[src/rtl/mem_arbiter.sv]
// Two-requester memory port arbiter (core vs. debug system-bus master).
// Round-robin grant in IDLE, registered transaction in BUSY, one-cycle done in RESP.
module mem_arbiter #(
    parameter int ADDR_WIDTH = 32,
    parameter int DATA_WIDTH = 32,
    parameter int TIMEOUT    = 255
) (
    input  logic                    clk,
    input  logic                    rst,
    input  logic                    c_req,
    input  logic                    c_we,
    input  logic [ADDR_WIDTH-1:0]   c_addr,
    input  logic [DATA_WIDTH-1:0]   c_wdata,
    input  logic [DATA_WIDTH/8-1:0] c_be,
    output logic                    c_done,
    output logic                    c_err,
    input  logic                    d_req,
    input  logic                    d_we,
    input  logic [ADDR_WIDTH-1:0]   d_addr,
    input  logic [DATA_WIDTH-1:0]   d_wdata,
    input  logic [DATA_WIDTH/8-1:0] d_be,
    output logic                    d_done,
    output logic                    d_err,
    output logic [DATA_WIDTH-1:0]   rdata,
    output logic                    mem_req,
    output logic                    mem_we,
    output logic [ADDR_WIDTH-1:0]   mem_addr,
    output logic [DATA_WIDTH-1:0]   mem_wdata,
    output logic [DATA_WIDTH/8-1:0] mem_be,
    input  logic                    mem_ack,
    input  logic [DATA_WIDTH-1:0]   mem_rdata
);
    localparam int BE_W = DATA_WIDTH / 8;
    localparam int CW   = (TIMEOUT < 2) ? 1 : $clog2(TIMEOUT + 1);

    typedef enum logic [1:0] {IDLE, BUSY, RESP} state_t;

    typedef struct packed {
        logic                  we;
        logic [ADDR_WIDTH-1:0] addr;
        logic [DATA_WIDTH-1:0] wdata;
        logic [BE_W-1:0]       be;
    } req_t;

    state_t        state, state_nxt;
    req_t          cap, c_in, d_in;
    logic          owner, last_owner;   // 0 = core, 1 = debug
    logic          grant, win;
    logic [CW-1:0] wd_cnt;
    logic [CW:0]   wd_inc;
    logic          timeout_hit;
    logic          err_r;

    assign c_in = '{we: c_we, addr: c_addr, wdata: c_wdata, be: c_be};
    assign d_in = '{we: d_we, addr: d_addr, wdata: d_wdata, be: d_be};

    // Abort fires on the BUSY cycle that would bring the unacked count up to TIMEOUT.
    assign wd_inc      = {1'b0, wd_cnt} + (CW+1)'(1);
    assign timeout_hit = (TIMEOUT != 0) && (wd_inc == (CW+1)'(TIMEOUT));

    always_comb begin
        state_nxt = state;
        grant     = 1'b0;
        if (c_req && d_req) win = ~last_owner;
        else                win = d_req;
        case (state)
            IDLE: if (c_req || d_req) begin
                grant     = 1'b1;
                state_nxt = BUSY;
            end
            BUSY: if (mem_ack || timeout_hit) state_nxt = RESP;
            RESP: state_nxt = IDLE;
            default: state_nxt = IDLE;
        endcase
    end

    always_ff @(posedge clk or posedge rst) begin
        if (rst) begin
            state      <= IDLE;
            cap        <= '0;
            owner      <= 1'b0;
            last_owner <= 1'b0;
            wd_cnt     <= '0;
            err_r      <= 1'b0;
            rdata      <= '0;
        end else begin
            state <= state_nxt;
            if (grant) begin
                cap        <= win ? d_in : c_in;
                owner      <= win;
                last_owner <= win;
            end
            if (state == BUSY && !mem_ack) wd_cnt <= wd_cnt + CW'(1);
            else if (state == RESP)        wd_cnt <= '0;
            // An ack in the timeout cycle takes priority and completes normally.
            if (state == BUSY) begin
                if (mem_ack) begin
                    rdata <= cap.we ? '0 : mem_rdata;
                    err_r <= 1'b0;
                end else if (timeout_hit) begin
                    rdata <= '0;
                    err_r <= 1'b1;
                end
            end
        end
    end

    assign mem_req   = (state == BUSY);
    assign mem_we    = cap.we;
    assign mem_addr  = cap.addr;
    assign mem_wdata = cap.wdata;
    assign mem_be    = cap.be;
    assign c_done    = (state == RESP) && !owner;
    assign d_done    = (state == RESP) &&  owner;
    assign c_err     = c_done && err_r;
    assign d_err     = d_done && err_r;
endmodule

[config.mk]
export PLATFORM = sky130hd
export DESIGN_NAME = mem_arbiter
export DESIGN_NICKNAME = d
export VERILOG_FILES = /design/src/rtl/mem_arbiter.sv
export SDC_FILE = /design/constraint.sdc
export NUM_CORES = 1
export LEC_CHECK = 0
export CAP_MARGIN = 0
export CORE_MARGIN = 4
export CORE_UTILIZATION = 39
export CTS_CLUSTER_DIAMETER = 100
export DETAILED_ROUTE_END_ITERATION = 12
export HOLD_SLACK_MARGIN = 0.02
export PLACE_DENSITY = 0.78
export SLEW_MARGIN = 20
export SYNTH_ARGS = -nofsm -noshare
export SYNTH_HDL_FRONTEND = slang
export SYNTH_SLANG_ARGS = --single-unit
[constraint.sdc]
create_clock -name clk -period 4 [get_ports clk]
set_input_delay 0.6 -clock clk [delete_from_list [all_inputs] [get_ports clk]]
set_output_delay 0.6 -clock clk [all_outputs]
set_load 0.05 [all_outputs]
# After elaboration in Yosys (flattened, before gate mapping)
# Cells that the tools add are included.
[op_classes]
addsub = 2
n_eq_ne = 5
mux = 14
bitwise_logic = 1
n_reduce_logical = 15
[op_table]
columns = ["op", "count"]
rows = [
  ["32-bit two-way mux", 3],
  ["69-bit two-way mux", 1],
  ["8-bit two-way mux", 2],
  ["8-bit by 1-bit adder with 9-bit output, second input constant", 1],
  ["9-bit by 8-bit == test with 1-bit output, second input constant", 1],
  ["8-bit by 1-bit adder with 8-bit output, second input constant", 1],
  ["1-bit logical AND", 6],
  ["1-bit two-way mux", 5],
  ["2-bit two-way mux", 2],
  ["2-bit case mux with 2 select lines", 1],
  ["2-bit AND reduction", 2],
  ["2-bit nonzero test", 2],
  ["2-bit by 1-bit == test with 1-bit output, second input constant", 1],
  ["2-bit == test, second input constant", 1],
  ["1-bit zero test", 2],
  ["2-bit zero test", 1],
  ["1-bit logical OR", 2],
  ["2-bit by 1-bit != test with 1-bit output, second input constant", 1],
  ["2-bit != test, second input constant", 1],
  ["1-bit inverter", 1],
]
[totals]
register_bits = 113
input_bits = 175
out_inout_bits = 106

# Longest topological paths before layout
# Gate-level depths: netlist (run 1).
[depth]
ltp_word = 5
depth_mapped = 7
depth_no_buf = 6

# Worst setup path before layout (run 1)
# Ideal clock, no wire load.
[synth_timing]
path_type = "register -> output"
from = "register state[0]"
to = "output port c_err"
arrival_ns = 2.399
t_required_ns = 3.400
path_slack_ns = 1.001
stages_incl_launch_ff = 4
cell_sequence = "dfrtp_1 buf_1 clkbuf_1 nor4_1"
[synth_via]
elab_chain_len = 3
[synth_rtl]
columns = ["item", "line", "text"]
rows = [
  ["from (decl)", "45", "state_t state, state_nxt;"],
  ["from (signal assigned)", "87", "state <= state_nxt;"],
  ["2-bit == test", "113", "assign c_done = (state == RESP) && !owner;"],
  ["1-bit logical AND", "113", ""],
  ["1-bit logical AND", "115", "assign c_err = c_done && err_r;"],
  ["to (decl)", "16", "output logic c_err,"],
]
# No other way between the ends.

# Worst setup path in the final report (run 1)
[layout_timing]
from = "register state[1]"
to = "output port c_err"
# Same word-level chain as after synthesis.

==> results of run 1 <==
==> critical path, delay by kind of cell, from the launching register on <==
kind	cells	cell delay, ps
buf+inv	2	1080
simple gates	1	360
flops	1	630
==> power by group through the flow <==
stage	Combinational, mW	Sequential, mW	Clock [mW]
4_1_cts	4.15	2.04	1.70
6_report	4.11	2.04	1.67
3_5_place_dp	4.13	2.05	0
5_1_grt	4.32	2.12	1.75
2_1_floorplan	0.945	3.69	0
3_3_place_gp	4.07	2.02	0
==> flip-flops by register name, indices dropped and copies added (netlist names) <==
signal,count
err_r,1
last_owner,1
mem_addr,32
mem_be,4
mem_wdata,32
mem_we,1
rdata,32
state,2
wd_cnt,8
==> layer usage <==
layer | vias up | global-route usage
met5 | - | 0
met1 | 2243 | 0.228
li1 | 2218 | -
met4 | 0 | 0.0826
met3 | 29 | 0.0857
met2 | 198 | 0.396
==> worst min path at each step <==
stage,startpoint,endpoint,slack (ps),cells past startpoint
2_1_floorplan,err_r$_DFFE_PP0P_,err_r$_DFFE_PP0P_,500,2
3_3_place_gp,mem_wdata[11]$_DFFE_PP0P_,mem_wdata[11]$_DFFE_PP0P_,460,2
3_5_place_dp,mem_addr[24]$_DFFE_PP0P_,mem_addr[24]$_DFFE_PP0P_,470,2
4_1_cts,mem_addr[20]$_DFFE_PP0P_,mem_addr[20]$_DFFE_PP0P_,480,2
5_1_grt,mem_wdata[3]$_DFFE_PP0P_,mem_wdata[3]$_DFFE_PP0P_,500,2
6_report,mem_addr[20]$_DFFE_PP0P_,mem_addr[20]$_DFFE_PP0P_,470,2
==> cells by family (layout without fill, tap and decap cells) <==
group | after synthesis | count (layout) | share of synthesized area
xor gates and xnor gates | 1 | 1 | 0.00171
adders and majority gates | 2 | 2 | 0.00489
DFF | 113 | 113 | 0.553
buffers and inverters | 43 | 321 | 0.0364
AOI/OAI and AO/OA | 124 | 124 | 0.161
muxes | 77 | 77 | 0.152
and+or+nand+nor | 110 | 110 | 0.0915
==> cell usage in the layout, fill, tap and decap left out, types with 4 or more instances in the layout <==
cell type	Yosys	final
clkdlybuf4s50_1	0	280
dfrtp_1	113	113
nand2_1	80	80
o21ai_0	74	74
mux2i_1	73	73
a32o_1	33	33
clkbuf_16	0	17
nor2_1	9	8
bufinv_16	0	5
mux2_2	4	4
nand3_1	4	4
==> metrics by stage <==
stage	instance area [um2]	hold slack (ps)
after CTS	8720	480
after global placement	8070	460
after global routing	8720	504
final	8720	474
after floorplan	5120	497
after detailed placement	8070	470
==> layout make-up <==
class,count,area share
clock inverter,10,0.0207
tap,172,0.0247
sequential,113,0.324
clock buffer,22,0.0544
timing repair buffer,285,0.330
multi-input combinational,314,0.244
inverter,4,0.00201
==> flow_summary.toml, run 1 <==
[timing]
relSlewSlack = 0.395
worst_pin_slew_ps = 908
fmax_mhz = 325
min_period_over_period = 0.768
rsz0062_at_grt = "false"
fin_ws_ps = 926
slew_violations = 0
min_period_ps = 3070
finalHoldViolCount = 0
setup_viol = 0
setup_tns_ps = 0
skew_ps = 7.31

[floorplan]
initial_core_util = 0.402
dieArea_mm2 = 0.0150
fp.dieW_um = 123
rows = 41
pin_count = 281
core_region_area_mm2 = 0.0127
die_h_um = 123

[critical_path]
end_kind = "output pin"
r2r_slack_ps = 1450
r2r_cells = 6
setup.worst_path.end = "c_err"
cp_slowest_cell = "clkdlybuf4s50_1"
cp_slowest_stage_delay_ps = 890
startpoint = "state[1]$_DFFE_PP0P_"
critPathLaunchType = "flop"
r2r-start = "wd_cnt[0]$_DFFE_PP0P_"
rr_endpoint = "rdata[15]$_DFFE_PP0P_"
path_class = "flop to output pin"
path_cells = "inv_1 -> nor4_1 -> clkdlybuf4s50_1"
crit_path_max_fanout = 17
crit_required_ps = 3400
arrival_ps = 2470

[logic_synthesis]
synth_nets = 647
yosysUniqueCellTypes = 39
yosys.area.top_type = "dfrtp_1"
synth_top_area_frac = 0.553
ys.flop_type = "dfrtp_1"
synth.avg_cell_area_um2 = 10.9
synth_edf_count = 0
synthTopCellsByCount = "113 x dfrtp_1, 80 x nand2_1, 74 x o21ai_0"
seq_area_frac_synth = 0.553
synthTopCellsByArea = "dfrtp_1 55%, mux2i_1 14%, o21ai_0 7.2%, a32o_1 6.5%, nand2_1 5.9%"
synth_area_mm2 = 0.00512
synth_seq_cells = 113
async_flop_share = 1.00
synth_most_common_cell = "dfrtp_1"
synthCells = 470
yosysWarnings = 0

[power]
power_density_mw_per_mm2 = 895
power_mw = 7.81
switching_share = 0.457
switching_power_mw = 3.57
sequentialPowerShare = 0.261
clockPowerShare = 0.213
power_frac_comb = 0.526
p_leak_nw = 3.70
peakVddDrop_mv = 0.568
internal_power_mw = 4.24

[place]
place_hpwl_um = 12200
gp_congestion = 0.755
numPortBuffers = 280
dpl_worst_slack_ps = 1310
place_inst = 888

[detailed_routing]
vias = 4688
avgViaCountPerCell = 5.10
route.met3.wl_um = 1370
drt_iter0_markers = 195
routed_wl_um = 16200
routed.top_layer = "met4"
met1_length_um = 5890
detail-route-antenna-nets = 0
dr_wl_met2_um = 8630
post-route-drc-count = 0
drt_pass1_iterations = 4
wl_per_cell_um = 17.7

[grt]
grt_pass1_wl_um = 25200
grt_start_max_net_pins = 113
grt_overflow = 0
grt_use_total = 0.219
grt_pass1_vias = 4948
antenna_found_initial = 0

[cts]
cts_hold_buf = 0
ctsHtreeMaxLevel = 4
cts_resized = 0
numCtsBuffers = 17
cts_tree = "done"
clkLatencyLatePin_ps = 410
clockBufferDepth = 2
cts_sinks = 113
post-cts-setup-buffers = 0
clockRootBuffer = "clkbuf_16"
path_clk_slew_ps = 50

[status]
status = "finished, final reports clean"

[finish]
drive_gt1_frac = 0.0628
area_growth_pct = 70.5
fin_cells = 920
num_antenna_cells = 0
multi_input_area_mm2 = 0.00213
area.sequential_mm2 = 0.00283
fin_nets = 912
fin_util = 0.686
num-fill-cells = 971

[worst_hold_path]
hp-class = "flop to flop"

[run]
drv_cap = 0
Note: power is estimated with default switching activity, not from simulation.
==> run 2, diff against run 1 <==
- clock period: 4 -> 3.2 ns (I/O delays scaled with it)
==> flow_summary.toml, run 2 (synthesis results as in run 1) <==
[status]
status = "finished, final reports clean"

[floorplan]
core_region_area_mm2 = 0.0127
rows = 41
dieArea_mm2 = 0.0150
pin_count = 281
die_h_um = 123
initial_core_util = 0.402
fp.dieW_um = 123

[cts]
clockBufferDepth = 2
post-cts-setup-buffers = 0
cts_hold_buf = 0
path_clk_slew_ps = 50
numCtsBuffers = 17
clockRootBuffer = "clkbuf_16"
cts_sinks = 113
cts_resized = 0
clkLatencyLatePin_ps = 410
ctsHtreeMaxLevel = 4
cts_tree = "done"

[timing]
hold_ws_ps = 475
slew_violations = 0
setup_viol = 0
min_period_ps = 2870
min_period_over_period = 0.898
relSlewSlack = 0.494
setup_tns_ps = 0
finalHoldViolCount = 0
worst_pin_slew_ps = 760
rsz0062_at_grt = "false"
fin_ws_ps = 328
skew_ps = 10.5
fmax_mhz = 348

[finish]
fin_nets = 915
num-fill-cells = 999
fin_cells = 923
fin_util = 0.685
layout_commonest_cell = "clkdlybuf4s50_1"
final_cell_mix = "280 x clkdlybuf4s50_1, 113 x dfrtp_1, 80 x nand2_1"
area_growth_pct = 70.2
drive_gt1_frac = 0.0692
num_antenna_cells = 0
final_area_mm2 = 0.00871

[worst_hold_path]
hp-class = "flop to flop"

[critical_path]
end_kind = "output pin"
arrival_ps = 2390
path_cells = "inv_1 -> nor4_1 -> clkdlybuf4s50_1"
crit_required_ps = 2720
path_class = "flop to output pin"
cp_slowest_cell = "clkdlybuf4s50_1"
cp_slowest_stage_delay_ps = 860
crit_path_max_fanout = 17
critPathLaunchType = "flop"

[run]
drv_cap = 0

[detailed_routing]
routed_wl_um = 16300
avgViaCountPerCell = 5.00
wl_per_cell_um = 17.6
drt_iter0_markers = 290
vias = 4619
detail-route-antenna-nets = 0
drt_pass1_iterations = 4
post-route-drc-count = 0

[power]
p_leak_nw = 3.69
switching_power_mw = 4.56
internal_power_mw = 5.18
switching_share = 0.468
clockPowerShare = 0.208
power_frac_comb = 0.531
peakVddDrop_mv = 0.603
power_density_mw_per_mm2 = 1120
sequentialPowerShare = 0.262
power_mw = 9.74

[grt]
grt_pass1_vias = 4826
grt_start_max_net_pins = 105
top_usage_layer = "met2"
grt_overflow = 0
grt_use_total = 0.215
grt_pass1_wl_um = 24600
gr-usage-met2 = 0.391
met3_usage = 0.0696
globalRouteMet1Util = 0.237
antenna_found_initial = 0

[place]
placed_area_mm2 = 0.00808
place_hpwl_um = 12300
place_inst = 891
dpl_worst_slack_ps = 728
numPortBuffers = 280
gp_congestion = 0.847
## run 2: power groups by stage
stage	sequential, mW	clock (mW)	combinational, mW
3_5_place_dp	2.57	0	5.19
2_1_floorplan	4.62	0	1.18
5_1_grt	2.64	2.13	5.42
3_3_place_gp	2.52	0	5.12
4_1_cts	2.56	2.05	5.22
6_report	2.55	2.02	5.17
## run 2: per-layer routing
layer,part of all wire,routed length [um]
met1,0.37,6010
met2,0.53,8640
met3,0.080,1300
met4,0.019,305
met5,0,0
## run 2: cell type report
type / instances / area (um2) / share of cell area
clock buffers: 17 / 425 / 0.0488
clock inverters: 15 / 208 / 0.0238
inverters: 4 / 18.8 / 0.00215
flip-flops and latches: 113 / 2830 / 0.325
repair buffers: 288 / 2890 / 0.332
well taps: 172 / 215 / 0.0247
multi-input cells: 314 / 2130 / 0.244
## run 2: worst paths after layout
path | end | slack [ps] | start | depth (start not counted)
min reg2reg | mem_addr[20]$_DFFE_PP0P_ | 480 | mem_addr[20]$_DFFE_PP0P_ | 2
min in group asynchronous | mem_wdata[31]$_DFFE_PP0P_ | 640 | rst | 3
max in group asynchronous | last_owner$_DFFE_PP0P_ | 2060 | rst | 3
max | c_err | 330 | state[1]$_DFFE_PP0P_ | 3
min | mem_addr[20]$_DFFE_PP0P_ | 480 | mem_addr[20]$_DFFE_PP0P_ | 2
max reg2reg | rdata[20]$_DFFE_PP0P_ | 700 | wd_cnt[0]$_DFFE_PP0P_ | 6
## run 2: worst max-delay path: cells and delay by family (launching register included)
family	cells	cell delay, ps
flip-flops	1	640
AND/OR/NAND/NOR	1	300
buffers and inverters	2	1040
==> run 3, diff against run 2 <==
- CORE_MARGIN: 4 -> not set
==> flow_summary.toml, run 3 (synthesis results as in run 1) <==
[finish]
final_cell_mix = "280 x clkdlybuf4s50_1, 113 x dfrtp_1, 80 x nand2_1"
num_antenna_cells = 0
fin_util = 0.688
area_growth_pct = 71.1
layout_commonest_cell = "clkdlybuf4s50_1"
fin_nets = 919
drive_gt1_frac = 0.0742

[cts]
clockRootBuffer = "clkbuf_16"
ctsHtreeMaxLevel = 4
cts_hold_buf = 0
clockBufferDepth = 2
cts_sinks = 113
clkLatencyLatePin_ps = 410
path_clk_slew_ps = 60
cts_resized = 0
numCtsBuffers = 17
post-cts-setup-buffers = 0
cts_tree = "done"

[critical_path]
cp.depth = 2
critPathBufInv = 1
path_class = "flop to output pin"
critPathLaunchType = "flop"
r2r-start = "wd_cnt[0]$_DFFE_PP0P_"
end_kind = "output pin"
rr_endpoint = "rdata[19]$_DFFE_PP0P_"
setup.worst_path.end = "c_err"
r2r_cells = 6
r2r_slack_ps = 750
cp_slowest_stage_delay_ps = 860
crit_family = "buffers and inverters"
crit_required_ps = 2720
cp_slowest_cell = "clkdlybuf4s50_1"
startpoint = "state[0]$_DFFE_PP0P_"
path_cells = "nor4_1 -> clkdlybuf4s50_1"
arrival_ps = 2340
crit_path_max_fanout = 23

[place]
place_hpwl_um = 11300
gp_congestion = 0.774
numPortBuffers = 280
dpl_worst_slack_ps = 720

[run]
drv_cap = 0

[timing]
fin_ws_ps = 384
setup_tns_ps = 0
fmax_mhz = 355
skew_ps = 11.0
worst_pin_slew_ps = 714
min_period_ps = 2820
setup_viol = 0
relSlewSlack = 0.524
hold_ws_ps = 479
min_period_over_period = 0.880
slew_violations = 0
finalHoldViolCount = 0
rsz0062_at_grt = "false"

[grt]
antenna_found_initial = 0
grt_start_max_net_pins = 129
grt_use_total = 0.221
grt_overflow = 0
grt_pass1_vias = 4527
grt_pass1_wl_um = 22600

[status]
status = "finished, final reports clean"

[detailed_routing]
drt_pass1_iterations = 4
drt_iter0_markers = 205
wl_per_cell_um = 16.6
post-route-drc-count = 0
avgViaCountPerCell = 4.95
detail-route-antenna-nets = 0
vias = 4590
routed_wl_um = 15300

[power]
p_leak_nw = 3.72
power_density_mw_per_mm2 = 1110
peakVddDrop_mv = 0.439
power_mw = 9.67

[floorplan]
rows = 41
pin_count = 281
dieArea_mm2 = 0.0136
fp.dieW_um = 117
initial_core_util = 0.402
core_region_area_mm2 = 0.0127
die_h_um = 117

[worst_hold_path]
hp-class = "flop to flop"
worstHoldPathCells = 2
==> run 3: routing by layer <==
layer,GRT usage,share of wire,up-vias
met5,0,0,-
met4,0.0658,0.0084,0
li1,-,-,2227
met1,0.247,0.38,2170
met3,0.0638,0.074,12
met2,0.406,0.54,181
==> run 3: worst min path at each step <==
| stage | start | endpoint | slack [ps] |
|---|---|---|---|
| 2_1_floorplan | err_r$_DFFE_PP0P_ | err_r$_DFFE_PP0P_ | 500 |
| 3_3_place_gp | mem_addr[9]$_DFFE_PP0P_ | mem_addr[9]$_DFFE_PP0P_ | 460 |
| 3_5_place_dp | mem_addr[3]$_DFFE_PP0P_ | mem_addr[3]$_DFFE_PP0P_ | 470 |
| 4_1_cts | mem_addr[3]$_DFFE_PP0P_ | mem_addr[3]$_DFFE_PP0P_ | 480 |
| 5_1_grt | mem_addr[0]$_DFFE_PP0P_ | mem_addr[0]$_DFFE_PP0P_ | 500 |
| 6_report | mem_addr[3]$_DFFE_PP0P_ | mem_addr[3]$_DFFE_PP0P_ | 480 |
==> run 3: tightest hold or removal path, stage by stage (launching register included) <==
cell and delay, ps:
dfrtp_1 340, nand2_1 40, o21ai_0 60
==> run 3: metrics by stage <==
stage | std cells | cell area (um2)
final | 927 | 8750
after global placement | 895 | 8130
after floorplan | 470 | 5120
after global routing | 927 | 8750
after detailed placement | 895 | 8130
after CTS | 927 | 8750
==> run 3: area by class of cell <==
cell class	instances	area (um2)
clock inverter	15	196
clock buffer	17	425
fill	1000	3970
tap	172	215
inverter	4	18.8
timing repair buffer	292	2940
sequential	113	2830
multi-input combinational	314	2130
==> run 3: power breakdown <==
part / switching [mW] / internal (mW)
registers: 0.450 / 2.09
logic: 3.37 / 1.79
clock network: 0.730 / 1.25
total: 4.55 / 5.13
